### src/rtl/po_capture_pkg.sv
// ---------------------------------------------------------------------------
// po_capture_pkg
// Shared definitions for the primary-output capture stage: FSM state
// encoding, entry layout, widths and the MISR next-state function.
// ---------------------------------------------------------------------------
package po_capture_pkg;

  localparam int TAG_W   = 8;
  localparam int PO_W    = 8;
  localparam int ENTRY_W = TAG_W + PO_W;

  // CCITT polynomial x^16 + x^12 + x^5 + 1 (x^16 term implied)
  localparam logic [15:0] MISR_POLY = 16'h1021;

  typedef enum logic {
    ST_IDLE   = 1'b0,
    ST_SETTLE = 1'b1
  } state_t;

  // Packed so that tag lands in the upper byte of the 16-bit FIFO word
  typedef struct packed {
    logic [TAG_W-1:0] tag;
    logic [PO_W-1:0]  po;
  } entry_t;

  // One MISR step: shift left, fold the feedback polynomial in when the
  // bit shifted out was set, then inject the sampled outputs in the low byte.
  function automatic logic [15:0] misr_next(input logic [15:0]     sig,
                                            input logic [PO_W-1:0] po);
    logic [15:0] w_fb;
    w_fb      = sig[15] ? MISR_POLY : 16'h0000;
    misr_next = {sig[14:0], 1'b0} ^ w_fb ^ {{(16-PO_W){1'b0}}, po};
  endfunction

endpackage

### src/rtl/sync_fifo.sv
// ---------------------------------------------------------------------------
// sync_fifo
// Single-clock FIFO with registered storage. The head entry is read straight
// out of the storage register, so o_data only changes on a pop or when the
// first entry lands in an empty FIFO.
//
// Ports:
//   clk      in   clock, rising edge
//   rst_n    in   asynchronous active-low reset (empties FIFO, clears storage)
//   i_push   in   write i_data (accepted if not full, or full with a pop)
//   i_pop    in   remove the head entry (ignored when empty)
//   i_data   in   WIDTH-bit entry to write
//   o_data   out  head entry
//   o_full   out  DEPTH entries held
//   o_empty  out  no entries held
// ---------------------------------------------------------------------------
module sync_fifo #(
  parameter int DEPTH = 4,
  parameter int WIDTH = 16
) (
  input  logic             clk,
  input  logic             rst_n,
  input  logic             i_push,
  input  logic             i_pop,
  input  logic [WIDTH-1:0] i_data,
  output logic [WIDTH-1:0] o_data,
  output logic             o_full,
  output logic             o_empty
);

  localparam int AW = $clog2(DEPTH);
  localparam logic [AW:0] PTR_ONE = 1;

  // Pointers carry one extra wrap bit; equal index with differing wrap bit
  // means full, identical pointers mean empty.
  logic [AW:0]      r_wr_ptr;
  logic [AW:0]      r_rd_ptr;
  logic [WIDTH-1:0] r_mem [DEPTH];

  logic [AW-1:0] w_wr_idx;
  logic [AW-1:0] w_rd_idx;
  logic          w_do_push;
  logic          w_do_pop;

  assign w_wr_idx = r_wr_ptr[AW-1:0];
  assign w_rd_idx = r_rd_ptr[AW-1:0];

  assign o_empty = (r_wr_ptr == r_rd_ptr);
  assign o_full  = (r_wr_ptr[AW] != r_rd_ptr[AW]) &&
                   (w_wr_idx == w_rd_idx);

  // When full, a simultaneous pop frees the slot being written: the write
  // lands in the old head's slot while the head moves to the next entry.
  assign w_do_pop  = i_pop && !o_empty;
  assign w_do_push = i_push && (!o_full || w_do_pop);

  assign o_data = r_mem[w_rd_idx];

  always_ff @(posedge clk or negedge rst_n) begin
    if (!rst_n) begin
      r_wr_ptr <= '0;
      r_rd_ptr <= '0;
      for (int i = 0; i < DEPTH; i++) begin
        r_mem[i] <= '0;
      end
    end else begin
      if (w_do_push) begin
        r_mem[w_wr_idx] <= i_data;
        r_wr_ptr        <= r_wr_ptr + PTR_ONE;
      end
      if (w_do_pop) begin
        r_rd_ptr <= r_rd_ptr + PTR_ONE;
      end
    end
  end

endmodule

### src/rtl/po_capture_stage.sv
// ---------------------------------------------------------------------------
// po_capture_stage
// Captures the primary-output vector of a combinational netlist a fixed
// number of cycles after each stimulus launch, tags each sample, queues it
// for a valid/ready consumer and folds it into a 16-bit MISR signature.
//
// Ports:
//   clk        in   clock, rising edge
//   rst_n      in   asynchronous active-low reset
//   launch     in   pulse: netlist inputs changed this cycle
//   po_in      in   8-bit netlist outputs
//   out_valid  out  FIFO head valid
//   out_ready  in   consumer accepts the head
//   out_data   out  {tag, po} of the head entry
//   busy       out  waiting for the netlist to settle
//   overflow   out  sticky: a sample was dropped on a full FIFO
//   sig_clear  in   synchronous clear of signature, tag and overflow
//   signature  out  current MISR value
// ---------------------------------------------------------------------------
module po_capture_stage
  import po_capture_pkg::*;
#(
  parameter int SETTLE = 2,
  parameter int DEPTH  = 4
) (
  input  logic        clk,
  input  logic        rst_n,
  input  logic        launch,
  input  logic [7:0]  po_in,
  output logic        out_valid,
  input  logic        out_ready,
  output logic [15:0] out_data,
  output logic        busy,
  output logic        overflow,
  input  logic        sig_clear,
  output logic [15:0] signature
);

  localparam logic [3:0] CNT_LOAD = 4'(SETTLE - 1);

  state_t           r_state;
  logic [3:0]       r_cnt;
  logic [TAG_W-1:0] r_tag;
  logic [15:0]      r_sig;
  logic             r_ovf;

  logic   w_sample;
  logic   w_pop;
  logic   w_drop;
  logic   w_full;
  logic   w_empty;
  entry_t w_entry;

  // A launch always wins over the sample edge: the netlist inputs just
  // changed again, so the outputs are not yet trustworthy.
  assign w_sample = (r_state == ST_SETTLE) && !launch && (r_cnt == 4'd0);

  assign out_valid = !w_empty;
  assign w_pop     = out_valid && out_ready;
  assign w_drop    = w_sample && w_full && !w_pop;

  assign w_entry.tag = r_tag;
  assign w_entry.po  = po_in;

  assign busy      = (r_state == ST_SETTLE);
  assign overflow  = r_ovf;
  assign signature = r_sig;

  // --- settle FSM: launch -> count down -> sample ---
  always_ff @(posedge clk or negedge rst_n) begin
    if (!rst_n) begin
      r_state <= ST_IDLE;
      r_cnt   <= 4'd0;
    end else begin
      if (launch) begin
        r_state <= ST_SETTLE;
        r_cnt   <= CNT_LOAD;
      end else if (r_state == ST_SETTLE) begin
        if (r_cnt != 4'd0) begin
          r_cnt <= r_cnt - 4'd1;
        end else begin
          r_state <= ST_IDLE;
        end
      end
    end
  end

  // --- sample bookkeeping: tag, signature, overflow ---
  // Tag and signature advance on every sample, even when the FIFO drops it,
  // so the signature reflects the full response stream. sig_clear takes
  // priority over a coincident sample (the entry itself is still pushed
  // with the pre-clear tag through w_entry).
  always_ff @(posedge clk or negedge rst_n) begin
    if (!rst_n) begin
      r_tag <= '0;
      r_sig <= 16'h0000;
      r_ovf <= 1'b0;
    end else if (sig_clear) begin
      r_tag <= '0;
      r_sig <= 16'h0000;
      r_ovf <= 1'b0;
    end else begin
      if (w_sample) begin
        r_tag <= r_tag + 8'd1;
        r_sig <= misr_next(r_sig, po_in);
      end
      if (w_drop) begin
        r_ovf <= 1'b1;
      end
    end
  end

  // --- output queue ---
  sync_fifo #(
    .DEPTH (DEPTH),
    .WIDTH (ENTRY_W)
  ) u_fifo (
    .clk     (clk),
    .rst_n   (rst_n),
    .i_push  (w_sample),
    .i_pop   (w_pop),
    .i_data  (w_entry),
    .o_data  (out_data),
    .o_full  (w_full),
    .o_empty (w_empty)
  );

endmodule
### config.mk
export PLATFORM = sky130hd
export DESIGN_NAME = po_capture_stage
export DESIGN_NICKNAME = d
export VERILOG_FILES = /design/src/rtl/po_capture_pkg.sv /design/src/rtl/sync_fifo.sv /design/src/rtl/po_capture_stage.sv
export SDC_FILE = /design/constraint.sdc
export NUM_CORES = 1
export LEC_CHECK = 0
export ABC_AREA = 1
export BUFFER_PORTS_ARGS = -buffer_cell sky130_fd_sc_hd__clkbuf_2
export CAP_MARGIN = 30
export CORE_AREA = 5 5 117 130
export DETAILED_ROUTE_END_ITERATION = 7
export DIE_AREA = 0 0 122 135
export MAX_ROUTING_LAYER = met4
export PLACE_DENSITY = 0.64
export SYNTH_ARGS = -nofsm -noshare
export SYNTH_HDL_FRONTEND = slang
export SYNTH_SLANG_ARGS = --single-unit
### constraint.sdc
create_clock -name clk -period 2.1 [get_ports clk]
set_clock_uncertainty 0.1 [all_clocks]
set_input_delay 0.315 -clock clk [delete_from_list [all_inputs] [get_ports clk]]
set_output_delay 0.315 -clock clk [all_outputs]
set_load 0.005 [all_outputs]
# Word-level counts from Yosys, hierarchy flattened
# Cells that the tools add are included.
# op_classes
addsub	4
n_lt_le_gt_ge	3
n_eq_ne	3
muxes	19
bitwise	4
n_reduce_logical	21
# op_table
operator	count
16-bit 2-to-1 mux	5
64-bit bitwise mux	1
16-bit binary-select mux with 2-bit select	1
16-bit demux with 2-bit select	1
8-bit 2-to-1 mux	2
16-bit by 13-bit bitwise XOR with 16-bit output	1
16-bit by 8-bit bitwise XOR with 16-bit output	1
13-bit 2-to-1 mux	1
4-bit 2-to-1 mux	3
1-bit logical AND	9
8-bit by 1-bit adder with 8-bit output (second input constant)	1
2-bit nonzero test	4
3-bit by 1-bit adder with 3-bit output (second input constant)	2
3-bit >= comparator (second input constant)	2
2-bit inverter with 3-bit output	2
1-bit 2-to-1 mux	5
1-bit logical NOT	4
4-bit logical NOT	1
4-bit nonzero test	1
4-bit by 1-bit subtractor with 4-bit output (second input constant)	1
3-bit == test	1
3-bit by 1-bit less-than comparator with 1-bit output (second input constant)	1
2-bit == test	1
2-bit AND reduction	1
2 further kinds	2
# totals
register_bits	100
in_bits	13
output_inout_bits	35

# Logic depth before layout (Yosys ltp)
# logic_depth
depth_word	7
depth_mapped	10
depth_no_buf	8

# By module
# Synthesis repeated with hierarchy kept, for this count alone.
# unflattened
hier_cells	599
area_unflattened_um2	4961.0
# by_module_without_submodules
module	instances	cells_per_inst	area_each_um2	seq_area_each_um2
sync_fifo	1	426	3492.1	1751.7
po_capture_stage	1	173	1468.9	750.7

# Worst setup path before layout
# Ideal clock, no wire load.
# synth_timing
kind	reg-to-reg
startpoint	register u_fifo.r_wr_ptr[0]
endpoint	register u_fifo.r_mem[48] in the netlist's numbering
setup_ns	0.066
arrival_ns	1.402
t_required_ns	1.934
setup_slack_ns	0.531
path_stages_with_launch	7
cell_sequence	dfrtp_1 -> inv_1 -> ha_1 -> clkbuf_1 -> buf_1 -> nand4_1 -> nand2_1
# synth_via
elab_chain_len	6
word_cells_on_any_way	16
# synth_rtl
item	line	text
start, declared	sync_fifo.sv:36	logic [AW:0] r_wr_ptr;
start signal, assigned	sync_fifo.sv:69	r_wr_ptr <= r_wr_ptr + PTR_ONE;
2-bit inverter with 3-bit output (not written as such) / 3-bit == test (equally long branches)	sync_fifo.sv:68, sync_fifo.sv:48	
3-bit >= comparator (not written as such), or another cell as far along	sync_fifo.sv:68	r_mem[w_wr_idx] <= i_data;
1-bit logical AND (on tied branches)	sync_fifo.sv:68, po_capture_stage.sv:59	
16-bit 2-to-1 mux (not written as such) / 1-bit logical AND (equally long branches)	sync_fifo.sv:68, sync_fifo.sv:54	
16-bit demux with 2-bit select / 1-bit logical OR (equally long branches)	sync_fifo.sv:68, sync_fifo.sv:55	
64-bit bitwise mux / 1-bit logical AND (equally long branches)	sync_fifo.sv:68, sync_fifo.sv:55	
end signal, assigned by index	sync_fifo.sv:68	
end, declared	sync_fifo.sv:38	logic [WIDTH-1:0] r_mem [DEPTH];
# Parallel ways exist; a longest one is shown, timed or not.
# A chain may end at the register's enable or synchronous reset.

# Final worst setup path
# layout_timing
startpoint	register u_fifo.r_rd_ptr[0]
endpoint	output out_data[10]
# layout_via
elab_chain_len	4
# layout_rtl
item	line	text
start, declared	sync_fifo.sv:37	logic [AW:0] r_rd_ptr;
start signal, assigned	sync_fifo.sv:72	r_rd_ptr <= r_rd_ptr + PTR_ONE;
2-bit inverter with 3-bit output (not written as such)	sync_fifo.sv:57	assign o_data = r_mem[w_rd_idx];
16-bit binary-select mux with 2-bit select	sync_fifo.sv:57	
16-bit 2-to-1 mux (not written as such) (2 in a row)	sync_fifo.sv:57	
end, declared	po_capture_stage.sv:32	output logic [15:0] out_data,
# Every way passes these cells. The select of a mux whose other input is x is not followed.

==> out/qor.csv <==
stage;metric;value;unit
sta;relSlewSlack;71.7;%
yosys;synthMuxAreaShare;0;%
yosys;synth.distinct_cells;28;
sta;tns;0;ns
critical_path;cp_max_fo;35;
cells_and_area;fin_nets;655;
clocking;clock-sinks;100;
yosys;ys_ff_latch;100;
yosys;ys.warnings.count;0;
yosys;yosys.area_share.simple;29.8;%
critical_path;crit_arrival;1.64;ns
cells_and_area;antennaDiodeCount;0;
cells_and_area;area_growth;16.3;%
clocking;cts_tree;yes;
job;cap_violations;0;
clocking;cts_buffers;9;
clocking;htreeDepth;3;
sta;slew_viol_final;0;
grt;gr-total-overflow;0;
grt;grt_antenna_before_repair;0;
placement;dp.cells;810;
routing;first_iter_violations;397;
grt;grt_pass1_vias;4290;
yosys;synth_edf_count;0;
routing;route.detailed.drc;0;
power_and_ir_drop;cellLeakagePower;2.90;nW
die;dieArea;16500;sq um
yosys;synth_top_family_by_area;simple AND/OR/NAND/NOR gates;
die;ioPinCount;48;
sta;finalWorstSetupSlack;0.0433;ns
critical_path;crit_type;flip-flop to primary output;
clocking;insertion_delay;0.35;ns
placement;gp_congestion;0.854;
yosys;synth_cells;597;
yosys;syn-num-nets;617;
yosys;ys.flop_type;dfrtp_1;
power_and_ir_drop;vdd_drop_max;0.470;mV
sta;rsz0062_at_grt;false;
yosys;synth-compound-area-share;10.4;%
routing;routed-wl-met2;6.71;mm
cells_and_area;register_area;2500;sq um
critical_path;required;1.68;ns
routing;vias_per_cell;5.33;
placement;io_buffers;47;
min_path;hold_path.class;input pin to flip-flop;
die;start_util;36.2;%
routing;wl_met3;685;um
routing;wl_per_cell;16.5;um
cells_and_area;fillers;1349;
power_and_ir_drop;power_density;1320;nW/um^2
die;core_area;13700;sq um
sta;period_minus_slack;2.06;ns
sta;hold_violations;0;
cells_and_area;multi_input_area;2110;sq um
die;die_y;135;um
yosys;yosysSeqAreaShare;50.6;%
sta;post-route-period-util;97.9;%
critical_path;critPathLaunchType;flip-flop;
critical_path;end_kind;primary output;
yosys;synth_area;4950;sq um
grt;grt.total_usage;17.6;%
sta;tightestPinTransition;0.424;ns
routing;top_layer;met4;
grt;grt_max_degree;44;
routing;routed_wl;13.7;mm
routing;first_pass_iters;5;
clocking;clk_path_buf_depth;2;
sta;fmax;486;MHz
die;die_x;122;um
placement;dp_hpwl;8.91;mm
grt;grt_pass1_wl;22.3;mm
yosys;avgSynthCellArea;8.29;sq um
yosys;async_flop_share;100;%
clocking;cts-root-buf;clkbuf_16;
routing;m1WireLength;5.99;mm
die;rows;45;
cells_and_area;layoutNonFillerInstCount;828;
clocking;postCtsSetupBuffers;0;
sta;setup_viol;0;
placement;pre_cts_slack;0.249;ns
clocking;cts.clk_slew.worst_paths;0.07;ns
cells_and_area;drive_gt1_share;15.3;%
status;status;completed;
routing;final_antenna_net_count;0;
yosys;synth_fa_ha_area_share;1.77;%
routing;dr_total_vias;4413;
yosys;synth_xor_area_share;0.708;%
## cells in the final DEF (no fill, tap or decap), types with 7 or more instances in the layout
master,count
o22ai_1,17
nand4_1,70
buf_4,17
clkbuf_2,46
a21oi_1,14
o21ai_0,63
ha_1,7
inv_1,22
nand3_1,14
clkbuf_16,9
dfrtp_1,98
nand2_1,185
nor2_1,42
## cells by family (layout without fill, tap and decap cells)
logic type | Yosys count | in the layout
simple gates | 321 | 321
flops | 100 | 100
compound gates | 97 | 97
buf+inv | 68 | 111
fa+ha+maj | 7 | 7
xor+xnor | 4 | 4
## report_power, final
part / internal [W] / switching, W
registers: 0.00237 / 0.000340
clock network: 0.00114 / 0.000709
logic: 0.00106 / 0.00196
## through the flow
stage / power, W / hold WS (ns) / cell area (sq um) / util (%)
floorplan: 0.00458 / -0.0806 / 4950 / -
global placement: 0.00561 / 0.122 / 5380 / 39.3
detailed placement: 0.00570 / 0.121 / 5380 / 39.3
CTS: 0.00758 / 0.113 / 5730 / 41.9
global route: 0.00813 / 0.136 / 5760 / 42.1
finish: 0.00758 / 0.117 / 5760 / 42.1
## cell type report
cell class,count,area share [%]
timing repair buffer,69,7.98
multi-input combinational,429,36.7
sequential,100,43.5
timing repair inverter,1,0.0870
clock inverter,3,1.17
clock buffer,13,4.70
inverter,25,1.76
tap,188,4.09
## routing by layer
layer  vias to the layer above  global-route usage (%)
li1                       2103                       -
met1                      2140                    23.0
met2                       145                    28.0
met3                        25                    2.81
met4                         0                    5.79
met5                         -                       -
## Yosys cell counts (2+ instances only)
cell type	number	area, sq um
buf_4	10	75.1
o21ai_0	63	315
o22ai_1	17	106
inv_1	22	82.6
nand4_1	70	438
nand3_2	2	20.0
buf_2	9	45.0
xor2_1	2	17.5
ha_1	7	87.6
nor2_1	42	158
buf_1	4	15.0
nand2_1	185	694
o31ai_1	2	15.0
nand3_4	2	35.0
nand3_1	14	70.1
xnor2_1	2	17.5
a21oi_1	14	70.1
buf_6	4	45.0
dfrtp_1	100	2500
inv_2	3	11.3
clkbuf_1	16	60.1
## worst max-delay path: stages, from the launching register on
cell and delay, ns:
dfrtp_2 0.46, buf_12 0.22, o21ai_0 0.11, o22ai_1 0.31, clkbuf_2 0.18
## final timing paths
kind                                    start            endpoint  slack, ns  cells past startpoint
setup / recovery           u_fifo.r_rd_ptr[0]        out_data[10]       0.04                      4
hold / removal                         launch            r_cnt[3]       0.12                      4
setup reg to reg                     r_cnt[0]    u_fifo.r_mem[12]       0.23                      7
hold reg to reg              u_fifo.r_mem[46]    u_fifo.r_mem[46]       0.37                      2
max in group asynchronous               rst_n  u_fifo.r_rd_ptr[1]       0.98                      3
min in group asynchronous               rst_n    u_fifo.r_mem[42]       0.29                      2
## what timing repair did
action	4_1_cts	5_1_grt
resized for setup	2	8
cloned	0	1
hold endpoints to repair	18	0
setup endpoints to repair	4	4
hold buffers	1	0
## state kept, by name, summed over array words and instances (netlist names)
name             count
u_fifo.r_mem        64
overflow             1
r_cnt                4
u_fifo.r_wr_ptr      3
busy                 1
u_fifo.r_rd_ptr      3
r_tag                8
signature           16
(Power assumes the default switching activity.)
